<file path="src/rtl/seq_multiplier.sv">
// Sequential unsigned shift-add multiplier: one multiplier bit per clock, product held until ena drops.
// Optional macro SEQ_MULT_EARLY_TERM_EN finishes RUN as soon as the remaining multiplier bits are zero.
module seq_multiplier #(
  parameter int WIDTH = 4
) (
  input  logic               CLK,
  input  logic               rst,
  input  logic               ena,
  input  logic [WIDTH-1:0]   A,
  input  logic [WIDTH-1:0]   B,
  output logic [2*WIDTH-1:0] Y,
  output logic               done,
  output logic [1:0]         state_o
);
  localparam int CW = $clog2(WIDTH + 1);
  localparam logic [CW-1:0] CNT_LAST = CW'(WIDTH);

  typedef enum logic [1:0] {IDLE = 2'd0, RUN = 2'd1, DONE = 2'd2} state_t;

  state_t               r_state, w_state_nxt;
  logic [2*WIDTH-1:0]   r_mcand, r_acc, r_y, w_acc_nxt;
  logic [WIDTH-1:0]     r_mplier, w_mplier_shr;
  logic [CW-1:0]        r_cnt, w_cnt_inc;
  logic                 r_done, w_finish;

  always_comb begin
    w_acc_nxt    = r_mplier[0] ? (r_acc + r_mcand) : r_acc;
    w_mplier_shr = r_mplier >> 1;
    w_cnt_inc    = r_cnt + CW'(1);
`ifdef SEQ_MULT_EARLY_TERM_EN
    w_finish     = (w_cnt_inc == CNT_LAST) || (w_mplier_shr == '0);
`else
    w_finish     = (w_cnt_inc == CNT_LAST);
`endif
    w_state_nxt  = r_state;
    case (r_state)
      IDLE:    if (ena) w_state_nxt = RUN;
      RUN:     if (!ena) w_state_nxt = IDLE;
               else if (w_finish) w_state_nxt = DONE;
      DONE:    if (!ena) w_state_nxt = IDLE;
      default: w_state_nxt = IDLE;
    endcase
  end

  always_ff @(posedge CLK or posedge rst) begin
    if (rst) r_state <= IDLE;
    else     r_state <= w_state_nxt;
  end

  // Y only changes on the RUN->DONE step; an abort leaves the previous product in place.
  always_ff @(posedge CLK or posedge rst) begin
    if (rst) begin
      r_mcand  <= '0;
      r_mplier <= '0;
      r_acc    <= '0;
      r_cnt    <= '0;
      r_y      <= '0;
      r_done   <= 1'b0;
    end else begin
      r_done <= (w_state_nxt == DONE);
      case (r_state)
        IDLE: if (ena) begin
          r_mcand  <= {{WIDTH{1'b0}}, A};
          r_mplier <= B;
          r_acc    <= '0;
          r_cnt    <= '0;
        end
        RUN: if (ena) begin
          r_acc    <= w_acc_nxt;
          r_mcand  <= r_mcand << 1;
          r_mplier <= w_mplier_shr;
          r_cnt    <= w_cnt_inc;
          if (w_finish) r_y <= w_acc_nxt;
        end
        default: ;
      endcase
    end
  end

  assign Y       = r_y;
  assign done    = r_done;
  assign state_o = r_state;
endmodule

</file>
<file path="config.mk">
export PLATFORM = sky130hd
export DESIGN_NAME = seq_multiplier
export DESIGN_NICKNAME = d
export VERILOG_FILES = /design/src/rtl/seq_multiplier.sv
export SDC_FILE = /design/constraint.sdc
export NUM_CORES = 1
export LEC_CHECK = 0
export CELL_PAD_IN_SITES_DETAIL_PLACEMENT = 1
export CELL_PAD_IN_SITES_GLOBAL_PLACEMENT = 2
export CORE_MARGIN = 5
export CORE_UTILIZATION = 34
export CTS_BUF_LIST = sky130_fd_sc_hd__clkbuf_16
export DETAILED_ROUTE_END_ITERATION = 8
export GPL_TIMING_DRIVEN = 0
export HOLD_SLACK_MARGIN = 0.12
export PLACE_DENSITY_LB_ADDON = 0.08
export SLEW_MARGIN = 20
export SYNTH_ARGS = -nofsm -noshare
export SYNTH_HDL_FRONTEND = slang
export SYNTH_SLANG_ARGS = --single-unit
</file>
<file path="constraint.sdc">
create_clock -name CLK -period 2.2 [get_ports CLK]
set_input_delay 0.33 -clock CLK [delete_from_list [all_inputs] [get_ports CLK]]
set_output_delay 0.33 -clock CLK [all_outputs]
set_load 0.1 [all_outputs]
</file>
======== Yosys cells after proc, flatten, opt, wreduce, memory -nomap -nowiden ========
Cells that the tools add are included.
Widths: inputs -> output; s select.
cells by class
  equality and inequality tests ........... 6
  reduce and logical (&&, ||, !) cells .... 4
  mux-type cells .......................... 18
  add/subtract/negate cells ............... 2
operators by type and width
  operator             count
  $mux 8               5
  $pmux 8 s2           2
  $add 8x8->8          1
  $mux 2               4
  $mux 4               2
  $pmux 4 s2           1
  $mux 3               2
  $pmux 2 s3           1
  $pmux 3 s2           1
  $reduce_and 3->1     2
  $eq 2x2->1 const B   2
  $ne 2x2->1 const B   2
  $add 3x1->3 const B  1
  $eq 3x3->1 const B   1
  $eq 2x1->1 const B   1
  $logic_not 2->1      1
  $reduce_bool 2->1    1
word-level totals
  word-level logic and storage cells ...... 37
  bits of input ports ..................... 11
  bits in registers ....................... 34

======== Depth between registers and ports, before layout ========
Gate-level depths: netlist of run 1.
  depth after elaboration ................. 6
  gate-level depth with buffers ........... 8

======== Worst setup path after synthesis of run 1 ========
No wires, ideal clock.
  kind .................................... reg-to-reg
  from .................................... register r_state[0] (netlist: state_o[0])
  to ...................................... register r_y[6] (netlist: Y[6])
  setup time .............................. 0.099 ns
  cell stages (with the launch flop) ...... 6
  clock period less this slack ............ 1.859 ns
  slack ................................... 0.341 ns
  arrival time ............................ 1.760 ns
  path buffers ............................ 1
  cells stage by stage .................... dfrtp_1 clkbuf_1 nand3_1 nor2_1 nor2_1 a311oi_1
on the way
  cells in the longest elaborated chain, start to end .. 2
RTL lines
  item                        RTL line  RTL
  start: declaration          20        state_t r_state, w_state_nxt;
  start signal: assignment    47        else r_state <= w_state_nxt;
  $eq 2x1->1                  61        case (r_state)
  $reduce_and 3->1 (no line)  --
  end signal: assignment      73        if (w_finish) r_y <= w_acc_nxt;
  end: declaration            21        logic [2*WIDTH-1:0] r_mcand, r_acc, r_y, w_acc_nxt;
Every way passes these cells.
A chain may end at the register's enable or synchronous reset.

======== Worst setup path after layout of run 1 ========
  from .................................... register r_y[4] (netlist: Y[4])
  to ...................................... output Y[4]
RTL lines
  item              RTL line  RTL
  end: declaration  11        output logic [2*WIDTH-1:0] Y,
No word-level cell between the ends.

==> summary.md, run 1 <==
| Metric | Value |
|---|---|
| Port Buffers | 21 |
| Number of synthesized flops with an enable pin | 0 |
| Power per cell area | 791 mW/mm2 |
| Synthesized cell area | 0.00180 mm2 |
| Worst r2r src | r_mcand[0]$_DFFE_PP0P_ |
| Crit path required time | 1870 ps |
| #FFs+latches synth | 34 |
| R2R Path End | Y[6]$_DFFE_PP0P_ |
| Worst Hold Depth | 2 |
| CTS buffer count | 5 |
| Post-CTS Setup Inserts | 0 |
| TNS Setup | 0 ps |
| R2r setup slk | 130 ps |
| # IOs | 22 |
| Number of global-route vias before repair | 1525 |
| Antenna cells | 0 |
| Yosys top cell area share | 47.4% |
| Area of the multi-input gates | 897 um2 |
| CP top delay family | buffers and inverters |
| Final HPWL DP | 3.43 mm |
| Top cells by count, synth | nand2_1 (39), dfrtp_1 (34), o21ai_1 (12) |
| Clock Root Buffer | clkbuf_16 |
| Nets | 236 |
| Clock tree sinks | 34 |
| P_leak | 1.07 nW |
| Final Wtd Congestion | 0.800 |
| Worst-Skew Late Latency | 280 ps |
| Critical Path Fanout Max | 2 |
| Clock Pin Slew Worst Setup and Hold Paths | 50 ps |
| Post-synthesis async set-or-reset flop share | 100% |
| Worst vdd ir | 349 uV |
| Initial antenna violation count | 0 |
| Cells after Synth | 187 |
| Post-synth top flop | dfrtp_1 |
| Post-CTS Resized | 0 |
| Worst Setup End Kind | primary output |
| CP arrival | 1800 ps |
| Sequential-to-total area share from yosys stat | 47.4% |
| HP Start | r_mplier[3]$_DFFE_PP0P_ |
| Synth area leader | dfrtp_1 |
| Startpoint types | register |
| Fmax | 471 MHz |
| Starting Density | 35.2% |
| Slowest cell delay on critical path | 1150 ps |
| Layout overhead on the synthesized area | 24.6% |
| Drt total wl | 4.44 mm |
| Via count | 1441 |
| Die Wd | 82.7 um |
| Post-detailed-route DRC marker count | 0 |
| Hold-fix buffers, CTS | 0 |
| Die ar. | 0.00684 mm2 |
| Overall power | 1.77 mW |
| Relative slew slack | 34.0% |
| Final hold vios | 0 |
| Layout cells sized above 1 | 6.94% |
| ANT nets after route | 0 |
| Unique masters post-synth | 33 |
| Remaining Overflow, GRT | 0 |
| Cell with the most instances after synthesis | nand2_1 |
| Hold Crit Class | register to register |
| Unrepaired setup endpoints after global routing | no |
| Tmin final | 2130 ps |
| CP Cell Sequence | clkdlybuf4s50_1 |
| Drt first pass iters | 4 |
| GRT Total Usage | 15.0% |
| Mean Syn Cell Area | 9.61 um2 |
| Largest net degree at the start of global routing | 35 |
| Clock skew | 5.34 ps |
| Net Count, Synth | 208 |
| WL per Instance | 15.5 um |
| First-pass GRT wire length | 7.44 mm |
| Vias per cell | 5.04 |
| # fillers | 597 |
| R2R cell count | 7 |
| Clock Path Buffers | 2 |
| Hold Path End | r_mplier[3]$_DFFE_PP0P_ |
| Tightest Pin Transition | 987 ps |
| Max-cap violations | 0 |
| WHS | 474 ps |
| Register area | 851 um2 |
| # rows | 26 |
| Slowest CP cell | clkdlybuf4s50_1 |
| CORE AREA | 0.00511 mm2 |
| CP Class | register to primary output |
| Drt first-iter violations | 34 |
| CTS tree | built |
| Pins Over Slew Limit | 0 |
| Final period util | 96.6% |
| Setup violators final | 0 |
| Status | completed |
| Die Y | 82.7 um |
| Synth top area cells | dfrtp_1 (47%), nand2_1 (8.1%), ha_1 (6.3%), mux2i_1 (5.0%), o21ai_1 (3.3%) |
| H-tree depth | 2 |
| Syn. warnings | 0 |
| WP buf/inv | 1 |
kinds of logic after synthesis:
logic type | after synthesis | synth area share, %
xor gates and xnor gates | 7 | 3.41
AOI/OAI and AO/OA | 43 | 15.3
and+or+nand+nor | 73 | 18.6
DFF | 34 | 47.4
adders and majority gates | 10 | 7.38
muxes | 9 | 5.01
buffers and inverters | 11 | 2.92
how the worst max path moves through the flow:
stage / startpoint / end / slack [ps] / cells past startpoint
floorplan: state_o[0]$_DFF_PP0_ / Y[6]$_DFFE_PP0P_ / 340 / 5
global placement: r_mcand[0]$_DFFE_PP0P_ / Y[6]$_DFFE_PP0P_ / 130 / 7
detailed placement: r_mcand[0]$_DFFE_PP0P_ / Y[6]$_DFFE_PP0P_ / 80 / 7
CTS: state_o[1]$_DFF_PP0_ / state_o[1] / 10 / 1
global route: r_mcand[0]$_DFFE_PP0P_ / Y[6]$_DFFE_PP0P_ / 20 / 7
finish: Y[4]$_DFFE_PP0P_ / Y[4] / 70 / 1
power by group:
part / switching (mW) / leakage [nW] / internal [mW]
clock network: 0.238 / 0.0724 / 0.408
logic: 0.235 / 0.545 / 0.146
registers: 0.0582 / 0.449 / 0.685
layer usage:
layer	track usage, %	vias to the layer above	routed length, um
met5	0	-	0
met4	4.90	0	64
met3	4.45	6	185
met2	25.7	25	2180
met1	17.8	701	2020
li1	-	709	-
sequential cells by signal (all words and copies together) (netlist names):
signal / flops
Y: 8
r_mplier: 4
r_mcand: 8
state_o: 2
r_cnt: 3
r_acc: 8
done: 1
worst min-delay path, delay by kind of cell (launching register included):
kind	cells	cell delay (ps)
and+or+nand+nor	2	100
DFF	1	340
area by class of cell:
type	instances	area share [%]
Multi-Input combinational cell	142	40.1
Sequential cell	34	38.0
Timing Repair Buffer	21	9.50
Clock buffer	5	5.59
Tap cell	70	3.91
Buffer	9	2.01
Clock inverter	3	0.559
Inverter	2	0.335
cell usage in the layout, fill, tap and decap left out, drive strengths merged, types with 3 or more instances in the layout:
master,count
nand2b,4
a21oi,6
nand3,10
dfrtp,34
clkbuf,10
nor2b,5
ha,9
mux2i,9
clkdlybuf4s50,20
nor2,7
nand2,39
a22o,4
buf,4
xor2,5
inv,3
o21ai,24
metrics by stage:
stage | util (%) | setup slack [ps] | cells | instance area, um2
2_1_floorplan | - | 341 | 187 | 1800
3_3_place_gp | 41.0 | 134 | 278 | 2090
3_5_place_dp | 41.0 | 84.5 | 278 | 2090
4_1_cts | 43.7 | 10.5 | 286 | 2230
5_1_grt | 43.8 | 15.3 | 286 | 2240
6_report | 43.8 | 74.7 | 286 | 2240
Note: power is estimated with default switching activity, not from simulation.
==> run 2, diff against run 1 <==
--- a/config.mk
+++ b/config.mk
@@ -7,7 +7,7 @@
 export LEC_CHECK = 0
 export CELL_PAD_IN_SITES_DETAIL_PLACEMENT = 1
 export CELL_PAD_IN_SITES_GLOBAL_PLACEMENT = 2
-export CORE_MARGIN = 5
+export CORE_MARGIN = 2
 export CORE_UTILIZATION = 34
 export CTS_BUF_LIST = sky130_fd_sc_hd__clkbuf_16
 export DETAILED_ROUTE_END_ITERATION = 8
==> run 2 against run 1 <==
Register-to-register slack barely moved; core utilization up 0.073 points; non-clock buffer count unchanged; die area is 14% lower; first-iteration DRC count shrank 2.9%; routed wire length increased by 0.29%; combinational power is essentially flat; global-route usage grew 2.2 points; clock skew down 3.9 ps; sequential power about the same.
==> summary.md, run 2 (same netlist as run 1, synthesis figures left out) <==
| Metric | Value |
|---|---|
| Post-CTS Setup Inserts | 0 |
| Fin cells | 286 |
| Hold Crit Class | register to register |
| Vias per cell | 5.03 |
| Final core occ | 43.9% |
| Number of global-route vias before repair | 1551 |
| Worst Setup End Kind | primary output |
| Largest net degree at the start of global routing | 35 |
| Clock tree sinks | 34 |
| Drt first pass iters | 4 |
| Clock Root Buffer | clkbuf_16 |
| Overall power | 1.79 mW |
| Crit path required time | 1870 ps |
| H-tree depth | 2 |
| Startpoint types | register |
| Die Wd | 76.7 um |
| Critical Path Fanout Max | 2 |
| Unrepaired setup endpoints after global routing | no |
| Register area | 851 um2 |
| Max-cap violations | 0 |
| Final Wtd Congestion | 0.825 |
| Via count | 1438 |
| CORE AREA | 0.00511 mm2 |
| Starting Density | 35.2% |
| Layout overhead on the synthesized area | 24.8% |
| Setup violators final | 0 |
| # IOs | 22 |
| Placed instance area | 0.00209 mm2 |
| Post-detailed-route DRC marker count | 0 |
| Clock skew | 1.47 ps |
| P_leak | 1.07 nW |
| Antenna cells | 0 |
| CP top delay family | buffers and inverters |
| Fmax | 473 MHz |
| Port Buffers | 21 |
| Status | completed |
| GRT Total Usage | 17.1% |
| Most frequent cells in the layout | nand2_1 (39), dfrtp_1 (34), clkdlybuf4s50_1 (20) |
| # rows | 26 |
| # fillers | 594 |
| Initial antenna violation count | 0 |
| Final period util | 96.1% |
| WP buf/inv | 1 |
| Clock Pin Slew Worst Setup and Hold Paths | 50 ps |
| CP Class | register to primary output |
| Most common cell after layout, fill and taps aside | nand2_1 |
| CP Cell Sequence | clkdlybuf4s50_1 |
| Slowest CP cell | clkdlybuf4s50_1 |
| Relative slew slack | 34.4% |
| Die ar. | 0.00588 mm2 |
| Die Y | 76.7 um |
| Worst-Skew Late Latency | 280 ps |
| Worst vdd ir | 328 uV |
| Final HPWL DP | 3.33 mm |
| Pins Over Slew Limit | 0 |
| ANT nets after route | 0 |
| Drt total wl | 4.46 mm |
| Tmin final | 2110 ps |
| Final hold vios | 0 |
| First-pass GRT wire length | 7.85 mm |
| Post-CTS Resized | 0 |
| Tightest Pin Transition | 981 ps |
| Nets | 236 |
| Power per cell area | 798 mW/mm2 |
| CTS buffer count | 5 |
| TNS Setup | 0 ps |
| WL per Instance | 15.6 um |
| CP arrival | 1780 ps |
| Cell area after layout | 0.00224 mm2 |
| Remaining Overflow, GRT | 0 |
| Clock Path Buffers | 2 |
| Area of the multi-input gates | 901 um2 |
| Drt first-iter violations | 33 |
| CTS tree | built |
| Hold-fix buffers, CTS | 0 |
| Slowest cell delay on critical path | 1150 ps |
| Layout cells sized above 1 | 7.41% |
| Placed Cells incl. Taps | 278 |
-- run 2: per-layer routing --
layer	wire (um)	vias up	share of wire, %	global-route usage [%]
met5	0	-	0	0
met4	67	0	1.5	6.00
met3	120	7	2.7	3.65
met2	2190	24	49	29.9
met1	2080	702	47	20.9
li1	-	705	-	-
-- run 2: final cells by class --
type,instances,share of cell area (%)
clock buffer,5,5.58
sequential,34,37.9
timing repair buffer,21,9.49
tap,70,3.91
multi-input combinational,142,40.2
clock inverter,3,0.558
buffer,9,2.01
inverter,2,0.335
-- run 2: path summary, 6_finish.rpt --
kind                                         start                      end  slack, ps  cells past startpoint
min                        r_mplier[3]$_DFFE_PP0P_  r_mplier[3]$_DFFE_PP0P_        470                      2
max                               Y[4]$_DFFE_PP0P_                     Y[4]         90                      1
min reg2reg                r_mplier[3]$_DFFE_PP0P_  r_mplier[3]$_DFFE_PP0P_        470                      2
min in group asynchronous                      rst         Y[0]$_DFFE_PP0P_        500                      2
max reg2reg                 r_mcand[0]$_DFFE_PP0P_         Y[6]$_DFFE_PP0P_        140                      7
max in group asynchronous                      rst  r_mplier[0]$_DFFE_PP0P_       1230                      2
-- run 2: through the flow --
stage	hold slack (ps)	worst slack (ps)
2_1_floorplan	438	341
3_3_place_gp	451	135
3_5_place_dp	470	84.1
4_1_cts	480	29.0
5_1_grt	508	35.2
6_report	470	86.7
-- run 2: where the power goes --
| part | leakage (nW) | switching [mW] | total, mW | internal, mW |
|---|---|---|---|---|
| Clock | 0.0724 | 0.254 | 0.663 | 0.409 |
| Sequential | 0.449 | 0.0594 | 0.744 | 0.685 |
| Combinational | 0.546 | 0.236 | 0.382 | 0.146 |
